## src/rtl/command_arbiter_rr.sv

```systemverilog
// Credit-gated round-robin command arbiter: one registered grant per cycle while PSL credits
// remain, with tag and issue counters and a sticky credit-overflow flag.
module command_arbiter_rr #(
   parameter int unsigned NUM_REQUESTERS = 4,
   parameter int unsigned CREDIT_WIDTH   = 8,
   parameter int unsigned TAG_WIDTH      = 8,
   localparam int unsigned SRC_WIDTH     = (NUM_REQUESTERS > 1) ? $clog2(NUM_REQUESTERS) : 1
) (
   input  logic                      clock,
   input  logic                      rstn,
   input  logic                      enabled_in,
   input  logic                      credit_init_valid,
   input  logic [CREDIT_WIDTH-1:0]   credit_init,
   input  logic                      credit_return,
   input  logic [NUM_REQUESTERS-1:0] req_valid,
   output logic [NUM_REQUESTERS-1:0] grant_out,
   output logic                      cmd_valid_out,
   output logic [SRC_WIDTH-1:0]      cmd_src_out,
   output logic [TAG_WIDTH-1:0]      cmd_tag_out,
   output logic [CREDIT_WIDTH-1:0]   credits_out,
   output logic [31:0]               issued_count_out,
   output logic                      credit_error_out
);

   typedef enum logic [1:0] {StIdle, StLoad, StRun} state_e;

   localparam logic [SRC_WIDTH-1:0] LastInit = SRC_WIDTH'(NUM_REQUESTERS - 1);

   state_e                    state_q, state_d;
   logic [NUM_REQUESTERS-1:0] req_q, req_d;
   logic [NUM_REQUESTERS-1:0] grant_q, grant_d;
   logic                      cmd_valid_q, cmd_valid_d;
   logic [SRC_WIDTH-1:0]      cmd_src_q, cmd_src_d;
   logic [TAG_WIDTH-1:0]      cmd_tag_q, cmd_tag_d;
   logic [TAG_WIDTH-1:0]      tag_q, tag_d;
   logic [CREDIT_WIDTH-1:0]   credits_q, credits_d;
   logic [CREDIT_WIDTH-1:0]   credit_max_q, credit_max_d;
   logic [SRC_WIDTH-1:0]      last_q, last_d;
   logic [31:0]               issued_q, issued_d;
   logic                      error_q, error_d;

   logic [NUM_REQUESTERS-1:0] eligible;
   logic                      pick_found;
   logic [SRC_WIDTH-1:0]      pick_idx;
   logic                      issue;

   function automatic logic [SRC_WIDTH-1:0] rr_index(input logic [SRC_WIDTH-1:0] last,
                                                     input int unsigned offset);
      return SRC_WIDTH'((32'(last) + 32'd1 + offset) % NUM_REQUESTERS);
   endfunction

   // The source granted last edge may still show a stale captured request; mask it once.
   assign eligible = req_q & ~grant_q;

   always_comb begin
      pick_found = 1'b0;
      pick_idx   = '0;
      for (int unsigned i = 0; i < NUM_REQUESTERS; i++) begin
         if (!pick_found && eligible[rr_index(last_q, i)]) begin
            pick_found = 1'b1;
            pick_idx   = rr_index(last_q, i);
         end
      end
   end

   always_comb begin
      state_d      = state_q;
      req_d        = enabled_in ? req_valid : '0;
      grant_d      = '0;
      cmd_valid_d  = 1'b0;
      cmd_src_d    = cmd_src_q;
      cmd_tag_d    = cmd_tag_q;
      tag_d        = tag_q;
      credits_d    = credits_q;
      credit_max_d = credit_max_q;
      last_d       = last_q;
      issued_d     = issued_q;
      error_d      = error_q;
      issue        = 1'b0;

      unique case (state_q)
         StIdle: state_d = StLoad;
         StLoad: begin
            if (credit_init_valid) begin
               credits_d    = credit_init;
               credit_max_d = credit_init;
               if (credit_init != '0) state_d = StRun;
            end
         end
         StRun: begin
            issue = pick_found && (credits_q != '0);
            if (issue) begin
               grant_d[pick_idx] = 1'b1;
               cmd_valid_d       = 1'b1;
               cmd_src_d         = pick_idx;
               cmd_tag_d         = tag_q;
               tag_d             = tag_q + TAG_WIDTH'(1);
               last_d            = pick_idx;
               issued_d          = issued_q + 32'd1;
            end
            if (issue && !credit_return) begin
               credits_d = credits_q - CREDIT_WIDTH'(1);
            end else if (!issue && credit_return) begin
               if (credits_q == credit_max_q) error_d = 1'b1;
               else                           credits_d = credits_q + CREDIT_WIDTH'(1);
            end
         end
         default: state_d = StIdle;
      endcase

      // Dropping enable is a synchronous soft reset with the same values as rstn.
      if (!enabled_in) begin
         state_d      = StIdle;
         grant_d      = '0;
         cmd_valid_d  = 1'b0;
         cmd_src_d    = '0;
         cmd_tag_d    = '0;
         tag_d        = '0;
         credits_d    = '0;
         credit_max_d = '0;
         last_d       = LastInit;
         issued_d     = '0;
         error_d      = 1'b0;
      end
   end

   always_ff @(posedge clock or negedge rstn) begin
      if (!rstn) begin
         state_q      <= StIdle;
         req_q        <= '0;
         grant_q      <= '0;
         cmd_valid_q  <= 1'b0;
         cmd_src_q    <= '0;
         cmd_tag_q    <= '0;
         tag_q        <= '0;
         credits_q    <= '0;
         credit_max_q <= '0;
         last_q       <= LastInit;
         issued_q     <= '0;
         error_q      <= 1'b0;
      end else begin
         state_q      <= state_d;
         req_q        <= req_d;
         grant_q      <= grant_d;
         cmd_valid_q  <= cmd_valid_d;
         cmd_src_q    <= cmd_src_d;
         cmd_tag_q    <= cmd_tag_d;
         tag_q        <= tag_d;
         credits_q    <= credits_d;
         credit_max_q <= credit_max_d;
         last_q       <= last_d;
         issued_q     <= issued_d;
         error_q      <= error_d;
      end
   end

   assign grant_out        = grant_q;
   assign cmd_valid_out    = cmd_valid_q;
   assign cmd_src_out      = cmd_src_q;
   assign cmd_tag_out      = cmd_tag_q;
   assign credits_out      = credits_q;
   assign issued_count_out = issued_q;
   assign credit_error_out = error_q;

endmodule

```

## config.mk

```make
export PLATFORM = sky130hd
export DESIGN_NAME = command_arbiter_rr
export DESIGN_NICKNAME = d
export VERILOG_FILES = /design/src/rtl/command_arbiter_rr.sv
export SDC_FILE = /design/constraint.sdc
export NUM_CORES = 1
export LEC_CHECK = 0
export CAP_MARGIN = 5
export CORE_UTILIZATION = 50
export CTS_CLUSTER_SIZE = 16
export DETAILED_ROUTE_END_ITERATION = 12
export GPL_TIMING_DRIVEN = 0
export PLACE_DENSITY = 0.74
export SYNTH_ARGS = -nofsm -noshare
export SYNTH_HDL_FRONTEND = slang
export SYNTH_SLANG_ARGS = --single-unit
```

## constraint.sdc

```tcl
create_clock -name clock -period 4.1 [get_ports clock]
set_input_delay 0.82 -clock clock [delete_from_list [all_inputs] [get_ports clock]]
set_output_delay 0.82 -clock clock [all_outputs]
set_load 0.005 [all_outputs]
```

[Yosys cells after proc, flatten, opt, wreduce, memory -nomap -nowiden]
Cells that the tools add are included.
Word-level totals
  register bits after elaboration: 80
  bits in latches: 0
  memories kept: 0
  bits in read-only memories: 0
  output and inout port bits: 56
  bits in writable memories: 0
Operators by class
  bitwise gates (word level): 2
  add/sub/neg operators: 8
  equality and inequality tests: 16
  divide/modulo/power cells: 0
  mux-type cells: 55
  shifts and indexed selects: 0
  multipliers: 0
  reduce and logical (&&, ||, !) cells: 20
  $lt $le $gt $ge: 6
Operators by type and width (number)
  $mux 8: 13
  $mux 32: 3
  $add 32x1->32 const B: 1
  $mux 2: 11
  $mux 1: 17
  $add 8x1->8 const B: 2
  $mux 4: 4
  $pmux 8 s2: 1
  $reduce_bool 8->1: 2
  $lt 2x3->1 const B: 5
  $ne 2x1->1 const B: 6
  $bmux 1 s2: 4
  $eq 8x8->1: 1
  $ne 4x4->1 const B: 2
  $reduce_and 4->1: 2
  $sub 8x1->8 const B: 1
  $logic_and 1x1->1: 7
  $ne 3x3->1 const B: 2
  $pmux 2 s3: 1
  $logic_not 1->1: 5
  $add 2x1->2 const B: 2
  $add 2x2->2 const B: 2
  $and 4x4->4: 1
  $ne 2x2->1 const B: 2
  9 further kinds: 10

[Depth between registers and ports, before layout]
Gate-level depths: netlist of the first run.
  word-level depth: 21
  gate-level depth with buffers: 15

[Worst setup path after synthesis of the first run]
OpenSTA, ideal clock, no wires.
  kind: register to register
  start point: register req_q[3]
  end point: register credits_q[4], in the netlist credits_out[4]
  period minus slack after synthesis: 3306 ps
  data arrival time: 3220 ps
  buffers on the path: 2
  setup slack: 794 ps
  stages on the path, launching flop included: 15
  data required time: 4013 ps
  cells stage by stage: dfrtp_1 nor2b_1 or4_1 and2_1 ha_1 clkbuf_1 clkbuf_1 xor2_1 ha_1 a21boi_0 o21ai_0 or2_2 a31oi_1 or4_1 o211ai_1
On the way
  word-level cells in the longest chain between the ends: 18
  elaborated cells on any way between the ends: 29
  those cells by class: 2 x eq/ne; 15 x mux; 1 x bitwise; 11 x reduce/logical
Ends and longest elaborated chain
  start, declared: line 30  | logic [NUM_REQUESTERS-1:0] req_q, req_d;
  start signal, assigned: line 143  | req_q <= req_d;
  $and 4x4->4 (*): line 53  | assign eligible = req_q & ~grant_q;
  $bmux 1 s2: line 59  | if (!pick_found && eligible[rr_index(last_q, i)]) begin
  $mux 1 (not written as such): line 59
  $mux 1: line 59
  $logic_not 1->1: line 59
  $logic_and 1x1->1: line 59
  $mux 1: line 59
  $logic_not 1->1: line 59
  [2 not listed]
  $logic_not 1->1: line 59
  $logic_and 1x1->1: line 59
  $mux 1 (*): line 59
  $logic_and 1x1->1 (*): line 91  | issue = pick_found && (credits_q != '0);
  $logic_not 1->1 / $logic_and 1x1->1 (equally long branches): line 103, 101
  $logic_and 1x1->1 / $mux 8 (equally long branches): line 103, 101
  $ne 4x4->1 (no source line) / $pmux 8 s2 (equally long branches)
  $reduce_and 4->1 (no source line) / $mux 8 (equally long branches)
  end signal, assigned: line 149  | credits_q <= credits_d;
  end, declared: line 36  | logic [CREDIT_WIDTH-1:0] credits_q, credits_d;
Every way passes the cells marked *; elsewhere a longest branch is shown, timed or not. The select of a mux whose other input is x is not followed.
A chain may end at the register's enable or synchronous reset.

[Worst setup path after layout of the first run]
Same ends and word-level chain as after synthesis.

==> results of run 1 <==
==> flip-flops by register name, indices dropped and copies added, names as in the netlist <==
register	cells
cmd_src_out	2
cmd_tag_out	8
cmd_valid_out	1
credit_error_out	1
credit_max_q	8
credits_out	8
grant_out	4
issued_count_out	32
last_q	2
req_q	4
state_q	2
tag_q	8
==> stage by stage <==
stage / total power, µW / util (%) / cells
floorplan: 1010 / - / 467
global placement: 1120 / 62.6 / 643
detailed placement: 1130 / 62.8 / 644
CTS: 1740 / 65.4 / 660
global route: 1810 / 65.4 / 660
finish: 1740 / 65.4 / 660
==> cell usage in the layout (no fill, tap or decap), drive strengths merged, types with 3 or more instances in the layout <==
cell and n:
or4b 3, nand2b 7, clkbuf 32, o21ai 16, clkdlybuf4s50 70, and2 38, xor2 19, nand4 16
buf 5, or4 3, dfrtp 78, mux2i 3, nor3 13, nand3 19, nor2b 10, nor2 16
o211ai 8, and3 8, or2 4, nor4 9, a22o 11, xnor2 24, inv 15, nand2 59
a31oi 6, a21oi 8, a21boi 13, ha 7
==> report_power, final <==
group / internal (µW) / switching [µW]
Sequential: 807 / 19.1
Combinational: 118 / 171
Clock: 293 / 328
Total: 1220 / 517
==> repair_timing <==
item | in CTS | in global routing
resized for setup | 0 | 2
endpoints found under the setup margin | 0 | 1
endpoints found under the hold margin | 0 | 0
==> path summary, 6_finish.rpt <==
path | startpoint | end | slack [ns] | cells past startpoint
min in group clock | cmd_src_out[0] | cmd_src_out[0] | 0.49 | 2
max reg2reg | req_q[3] | credits_out[4] | 0.29 | 14
max in group asynchronous | rstn | last_q[1] | 3.02 | 2
min | rstn | issued_count_out[8] | 0.42 | 1
min reg2reg | cmd_src_out[0] | cmd_src_out[0] | 0.49 | 2
max | req_q[3] | credits_out[4] | 0.29 | 14
==> per-layer routing <==
| metal | vias to the layer above | global-route usage, % | wire length [µm] |
|---|---|---|---|
| li1 | 1811 | - | - |
| met1 | 1877 | 36.5 | 5100 |
| met2 | 118 | 39.6 | 5000 |
| met3 | 18 | 4.66 | 646 |
| met4 | 0 | 9.08 | 177 |
| met5 | - | 0 | 0 |
==> kinds of logic after synthesis <==
kind of cell,after synthesis
AOI/OAI and AO/OA,79
xor gates and xnor gates,43
adders and majority gates,7
buffers and inverters,38
DFF,80
muxes,5
and+or+nand+nor,215
==> cell type report <==
cell class,count,area share [%]
Multi-Input combinational cell,349,41.2
Sequential cell,80,36.6
Timing Repair Buffer,72,13.3
Tap cell,105,2.40
Clock buffer,9,2.26
Buffer,26,1.87
Clock inverter,7,1.60
Inverter,12,0.822
==> results.cfg, run 1 <==
[outcome]
run_status = finished, final reports clean

[finish]
fillCellCount = 698
final-seq-area_um2 = 2000
num-nets-final = 574
area.growth.synth_to_final_pct = 24.3
fin_area_um2 = 5480
multi_input_area_um2 = 2260
drive_gt1_share_pct = 6.31
diodes = 0

[placed_design]
placed_area_um2 = 5270
port_buffers = 71
pre_cts_ws_ns = 0.200
routabilityCongestion = 0.870
dp_hpwl_mm = 7.95

[yosys]
seq_area_frac_synth_pct = 45.5
async_flop_share_pct = 100
synth_top_family_by_area = simple AND/OR/NAND/NOR gates
yosysWarnings = 0
syn_avg_cell_area_um2 = 9.44
synthCells = 467
yosys.area_share.adder_pct = 1.99
synth_ff_type = dfrtp_1
synth_top_area_share_pct = 44.3
synth-edff-count = 0
synth_most_common_cell = dfrtp_1
syn_area_um2 = 4410
yosysTopAreaCell = dfrtp_1
synth-xor-area-share_pct = 8.55
synthSimpleGateAreaFrac_pct = 26.8
synth_cell_types = 54
synth.area.top_cells = dfrtp_1 44%, and2_1 5.4%, nand2_1 5.0%
synth_common_cells = 78 x dfrtp_1, 59 x nand2_1, 38 x and2_1
synth_compound_gate_area_share_pct = 12.6
muxShareOfSynthArea_pct = 1.19
synth_seq_cells = 80
synth.net_count = 491

[grt]
grt_pass1_vias = 3664
grt_pass1_wl_mm = 17.8
antenna_found_initial = 0
grt_use_total_pct = 25.7
grt_max_degree = 42
grt-ovfl-total = 0

[critical_path]
required_ns = 4.39
startpoint_type = flip-flop
path_buf_inv = 2
path_max_fanout = 10
cp_cell_sequence = nor2b_1, or4_1, and2_1, ha_1, clkbuf_1, clkbuf_2, xor2_1, ha_1, a21boi_0, o21ai_0, or2_2, a31oi_1, a31oi_1, o211ai_1
crit_family = simple AND/OR/NAND/NOR gates
slowest_stage = or4_1
cp.arrival_ns = 4.09
slowest_delay_ns = 0.66
path_class = reg -> reg
endpoint_kind = flip-flop

[clock_network]
cts-root-buf = clkbuf_8
clk_pin_slew_worst_paths_ns = 0.09
hold_buffers = 0
cts_max_level = 3
cts_tree = built
clock_latency_ns = 0.37
clk_path_buf_depth = 2
cts_sinks = 80
numCtsBuffers = 9
postCtsSetupBuffers = 0

[floorplanning]
core-area_um2 = 8380
dieArea_um2 = 9190
start_util_pct = 52.6
rows = 33
die_y_um = 95.9
pin_count = 73
die_w_um = 95.9

[timing]
finalCritPeriodShare_pct = 92.8
setup_viol = 0
hold_slack_ns = 0.420
slew_viol_final = 0
skew_ns = 0.00858
tns_ns = 0
slew_headroom_pct = 58.1
worst_pin_slew_ns = 0.627
setup_slack_ns = 0.293
hold_violations = 0
max_freq_ghz = 0.263
rsz0062_at_grt = false
layout_min_cycle_time_ns = 3.81

[drt]
ant_nets = 0
drc_errors = 0
drt_iter0_drc = 257
dr.pass1.iters = 5
viasPerCell = 5.79
via_count = 3824
routed_wirelength_mm = 10.9
wl_per_cell_um = 16.5

[power]
leakage_uw = 0.00241
ir_drop_uv = 196
powerDensity_nw_per_um2 = 317

[worst_hold_path]
hold_class = in -> async

[job]
maxCapViolations = 0
(Power assumes the default switching activity.)
==> run 2: changes to the inputs <==
- CORE_UTILIZATION: 50 -> 29
- PLACE_DENSITY: 0.74 -> 0.47
==> run 2 against run 1 <==
  * The flow now finishes with violations (DRC)
  * Register-to-register slack got worse by 0.07 ns
  * Clock power increased by 24%
  * Final cell count increased by 12%
  * Non-clock buffer count decreased by 1
  * Routed wire length increased by 9.1%
  * Combinational power about the same
  * Final area increased by 3.4%
  * Sequential share of layout area decreased by 1.2 points
  * Fmax decreased by 1.9%
  * First-iteration DRC count decreased by 23%
  * Largest power group unchanged
==> results.cfg, run 2 (synthesized netlist as in run 1, its figures left out) <==
[power]
comb_power_share_pct = 15.3
swShare_pct = 28.2
p_switching_uw = 535
p_clk_share_pct = 40.7
ir_drop_uv = 173
leakage_uw = 0.00244
power.internal_uw = 1360
powerDensity_nw_per_um2 = 335
pwr-share-seq_pct = 44.0

[critical_path]
path_class = reg -> reg
r2r_setup_slack_ns = 0.22
path_max_fanout = 10
startpoint_type = flip-flop
cp.arrival_ns = 4.13
reg2reg_depth = 14
endpoint_kind = flip-flop
required_ns = 4.35

[clock_network]
clk_path_buf_depth = 2
cts_tree = built
cts-root-buf = clkbuf_16
cts_max_level = 3
numCtsBuffers = 9
cts_sinks = 80
clock_latency_ns = 0.34
hold_buffers = 0
clk_pin_slew_worst_paths_ns = 0.06

[drt]
dr.pass1.iters = 8
drc_errors = 8
routed_wirelength_mm = 11.9
wl_per_cell_um = 16.1
ant_nets = 0
via_count = 3692
drt_iter0_drc = 199
viasPerCell = 5.00

[timing]
hold_slack_ns = 0.343
slew_viol_final = 0
layout_min_cycle_time_ns = 3.88
rsz0062_at_grt = false
finalCritPeriodShare_pct = 94.7
skew_ns = 0.00751
hold_violations = 0
setup_viol = 0
setup_slack_ns = 0.219
tns_ns = 0
slew_headroom_pct = 59.3
max_freq_ghz = 0.258
worst_pin_slew_ns = 0.610

[grt]
grt_pass1_vias = 3739
antenna_found_initial = 0
grt_pass1_wl_mm = 19.7
grt_max_degree = 68
grt-ovfl-total = 0
grt_use_total_pct = 16.1

[finish]
final_common_cell = dfrtp_1
fin_area_um2 = 5660
drive_gt1_share_pct = 6.50
final_cells = 738
area.growth.synth_to_final_pct = 28.5
num-nets-final = 573
layout_common_cells = 78 x dfrtp_1, 70 x clkdlybuf4s50_1, 59 x nand2_1
fillCellCount = 1478
largest_reg_flops = 32
diodes = 0

[floorplanning]
start_util_pct = 30.0
die_w_um = 125
dieArea_um2 = 15700
die_y_um = 125
pin_count = 73
core-area_um2 = 14700
rows = 44

[placed_design]
routabilityCongestion = 0.839
pre_cts_ws_ns = 0.0394
dp.cells = 723
dp_hpwl_mm = 8.60
placed_area_um2 = 5370
port_buffers = 71

[job]
maxCapViolations = 0

[outcome]
violations = DRC
run_status = finished with violations

[worst_hold_path]
hold_class = in -> async
run 2: area by class of cell:
| class | instances | area, µm² | share of cell area, % |
|---|---|---|---|
| flip-flops and latches | 80 | 2000 | 35.4 |
| clock buffers | 11 | 243 | 4.29 |
| well taps | 184 | 230 | 4.07 |
| repair buffers | 73 | 743 | 13.1 |
| clock inverters | 5 | 40.0 | 0.707 |
| plain buffers | 24 | 95.1 | 1.68 |
| multi-input cells | 349 | 2260 | 39.9 |
| inverters | 12 | 45.0 | 0.795 |
run 2: power by group through the flow:
stage	Combinational (µW)	Sequential [µW]	Clock, µW
floorplan	176	838	0
global placement	289	844	0
detailed placement	291	845	0
CTS	293	830	790
global route	325	837	825
finish	290	834	771
run 2: worst paths after layout:
| path | start | end |
|---|---|---|
| max in group asynchronous | rstn | last_q[0] |
| max | req_q[3] | credits_out[4] |
| min in group clock | cmd_src_out[0] | cmd_src_out[0] |
| max reg2reg | req_q[3] | credits_out[4] |
| min reg2reg | cmd_src_out[0] | cmd_src_out[0] |
| min | rstn | issued_count_out[10] |
run 2: through the flow:
| step | power (µW) | util (%) |
|---|---|---|
| finish | 1900 | 38.5 |
| global route | 1990 | 38.5 |
| CTS | 1910 | 38.5 |
| detailed placement | 1140 | 36.6 |
| global placement | 1130 | 36.4 |
| floorplan | 1010 | - |
run 2: critical path, stage by stage (launching register included):
cell	delay, ns
dfrtp_1	0.37
nor2b_1	0.15
or4_1	0.65
and2_1	0.25
ha_1	0.21
clkbuf_1	0.19
clkbuf_2	0.26
xor2_1	0.19
ha_1	0.21
a21boi_0	0.24
o21ai_0	0.13
or2_2	0.34
a31oi_2	0.27
a31oi_1	0.11
o211ai_1	0.20
run 2: per-layer routing:
metal  up-vias  track usage (%)  part of all wire [%]
li1       1813                -                     -
met1      1801             21.8                    48
met2        67             25.9                    47
met3        11             2.87                   3.6
met4         0             5.60                   1.3
met5         -                0                     0
run 2: what timing repair did:
action,CTS,global route
gates resized for setup,0,3
setup endpoints to repair,0,2
buffers inserted,0,1
==> run 3: changes to the inputs <==
- CORE_MARGIN: default -> 2
- SLEW_MARGIN: default -> 0
==> run 3 against run 2 <==
  * The flow now finishes without violations
  * Clock skew up 0.0015 ns
  * Sequential cell count unchanged
  * Clock-buffer cell count down 1
  * First-iteration DRC count up 13%
  * Critical path depth unchanged
  * Sequential share of layout area down 0.12 points
  * Utilization down 0.72 points
  * Worst hold slack worse by 0.0033 ns
  * Power up 3.4%
  * Largest power group is now clock
  * Highest routed layer unchanged
==> results.cfg, run 3 (synthesized netlist as in run 1, its figures left out) <==
[grt]
antenna_found_initial = 0
grt-ovfl-total = 0
grtUsageMet2_pct = 24.1
grt_max_degree = 68
grt_pass1_wl_mm = 20.1
busiest_layer = met2
grt_use_total_pct = 15.9
grt_pass1_vias = 3687
globalRouteMet3Util_pct = 3.77
grt_use_met1_pct = 21.8

[floorplanning]
die_w_um = 127
die_y_um = 127
rows = 45
start_util_pct = 29.3
pin_count = 73
dieArea_um2 = 16200
core-area_um2 = 15000

[drt]
dr.pass1.iters = 4
drc_errors = 0
viasPerCell = 5.00
ant_nets = 0
routed_wirelength_mm = 12.3
wl_per_cell_um = 16.5
drt_iter0_drc = 225
via_count = 3716

[clock_network]
cts_tree = built
cts_sinks = 80
clock_latency_ns = 0.34
clk_path_buf_depth = 2
cts_max_level = 3
numCtsBuffers = 9
cts-root-buf = clkbuf_16
clk_pin_slew_worst_paths_ns = 0.06
postCtsSetupBuffers = 0

[critical_path]
cp.arrival_ns = 4.08
slowest_delay_ns = 0.65
r2r_setup_slack_ns = 0.27
reg2reg_depth = 14
slowest_stage = or4_1
crit_family = simple AND/OR/NAND/NOR gates
timing.rr.end = credits_out[4]
required_ns = 4.35
path_class = reg -> reg
startpoint_type = flip-flop
path_buf_inv = 2
worstReg2RegStart = req_q[3]
path_max_fanout = 10
endpoint_kind = flip-flop
cp_cell_sequence = nor2b_1, or4_1, and2_1, ha_1, clkbuf_1, clkbuf_2, xor2_1, ha_1, a21boi_0, o21ai_0, or2_2, a31oi_1, a31oi_1, o211ai_1

[timing]
setup_viol = 0
max_freq_ghz = 0.261
finalCritPeriodShare_pct = 93.4
rsz0062_at_grt = false
layout_min_cycle_time_ns = 3.83
worst_pin_slew_ns = 0.686
skew_ns = 0.00898
slew_viol_final = 0
hold_slack_ns = 0.339
slew_headroom_pct = 54.3
hold_violations = 0
tns_ns = 0

[finish]
diodes = 0
largest_reg_flops = 32
layout_common_cells = 78 x dfrtp_1, 70 x clkdlybuf4s50_1, 59 x nand2_1
drive_gt1_share_pct = 6.31
final_common_cell = dfrtp_1
fillCellCount = 1496
num-nets-final = 574
multi_input_area_um2 = 2260
area.growth.synth_to_final_pct = 29.0
fin_area_um2 = 5680
final_cells = 743
final-seq-area_um2 = 2000

[worst_hold_path]
hold_class = in -> async

[outcome]
run_status = finished, final reports clean

[power]
leakage_uw = 0.00246
power.total_uw = 1960
powerDensity_nw_per_um2 = 345
ir_drop_uv = 166

[job]
maxCapViolations = 0

[placed_design]
port_buffers = 71
dp_hpwl_mm = 8.71
placed_area_um2 = 5380
dp.cells = 727
routabilityCongestion = 0.855
==> run 3: cell types whose count changed in the layout (fill, tap and decap cells not counted), sizes merged <==
cell and delta:
clkinvlp -2, clkbuf +1, clkinv +2, bufinv +1, buf -1
==> run 3: per-stage QoR <==
stage                     utilization (%)  worst slack [ns]
after floorplan                         -             0.794
after global placement               35.6            -0.922
after detailed placement             35.8            0.0953
after CTS                            37.8             0.168
after global routing                 37.8           0.00690
final                                37.8             0.270
==> run 3: worst reg2reg max path, cell delays in order, from the launching register on <==
cell and delay (ns):
dfrtp_1 0.37, nor2b_1 0.15, or4_1 0.65, and2_1 0.26, ha_1 0.21, clkbuf_1 0.20
clkbuf_2 0.25, xor2_1 0.18, ha_1 0.20, a21boi_0 0.25, o21ai_0 0.13, or2_2 0.30
a31oi_1 0.25, a31oi_1 0.14, o211ai_1 0.20
==> run 3: how the worst max path moves through the flow <==
stage / cells after the start / slack, ns / end / from
finish: 14 / 0.27 / credits_out[4] / req_q[3]
global route: 15 / 0.007 / credits_out[4] / credits_out[2]
CTS: 15 / 0.17 / credits_out[4] / credits_out[2]
detailed placement: 13 / 0.1 / credits_out[4] / credit_return
global placement: 1 / -0.92 / grant_out[1] / rstn
floorplan: 14 / 0.79 / credits_out[4] / req_q[3]
==> run 3: final cells by class <==
type                            count  area share [%]
Timing Repair Buffer               72            12.9
Inverter                           12           0.793
Clock buffer                       10            4.21
Multi-Input combinational cell    349            39.7
Tap cell                          188            4.14
Sequential cell                    80            35.3
Clock inverter                      6            1.14
Buffer                             26            1.81
==> run 3: timing repair <==
item                       4_1_cts  5_1_grt
setup endpoints to repair        0        2
gates resized for setup          0        2
hold buffers                     0        0
==> run 3: metal layers <==
layer | vias to the layer above | part of all wire [%] | routed length [µm]
li1 | 1813 | - | -
met1 | 1786 | 48 | 5910
met2 | 100 | 45 | 5540
met3 | 17 | 4.5 | 555
met4 | 0 | 2.2 | 267
met5 | - | 0 | 0
==> run 3: report_power, final <==
part,switching [µW],leakage [µW],internal [µW]
clock,348,0.000149,491
sequential,20.3,0.00110,808
combinational,174,0.00122,119
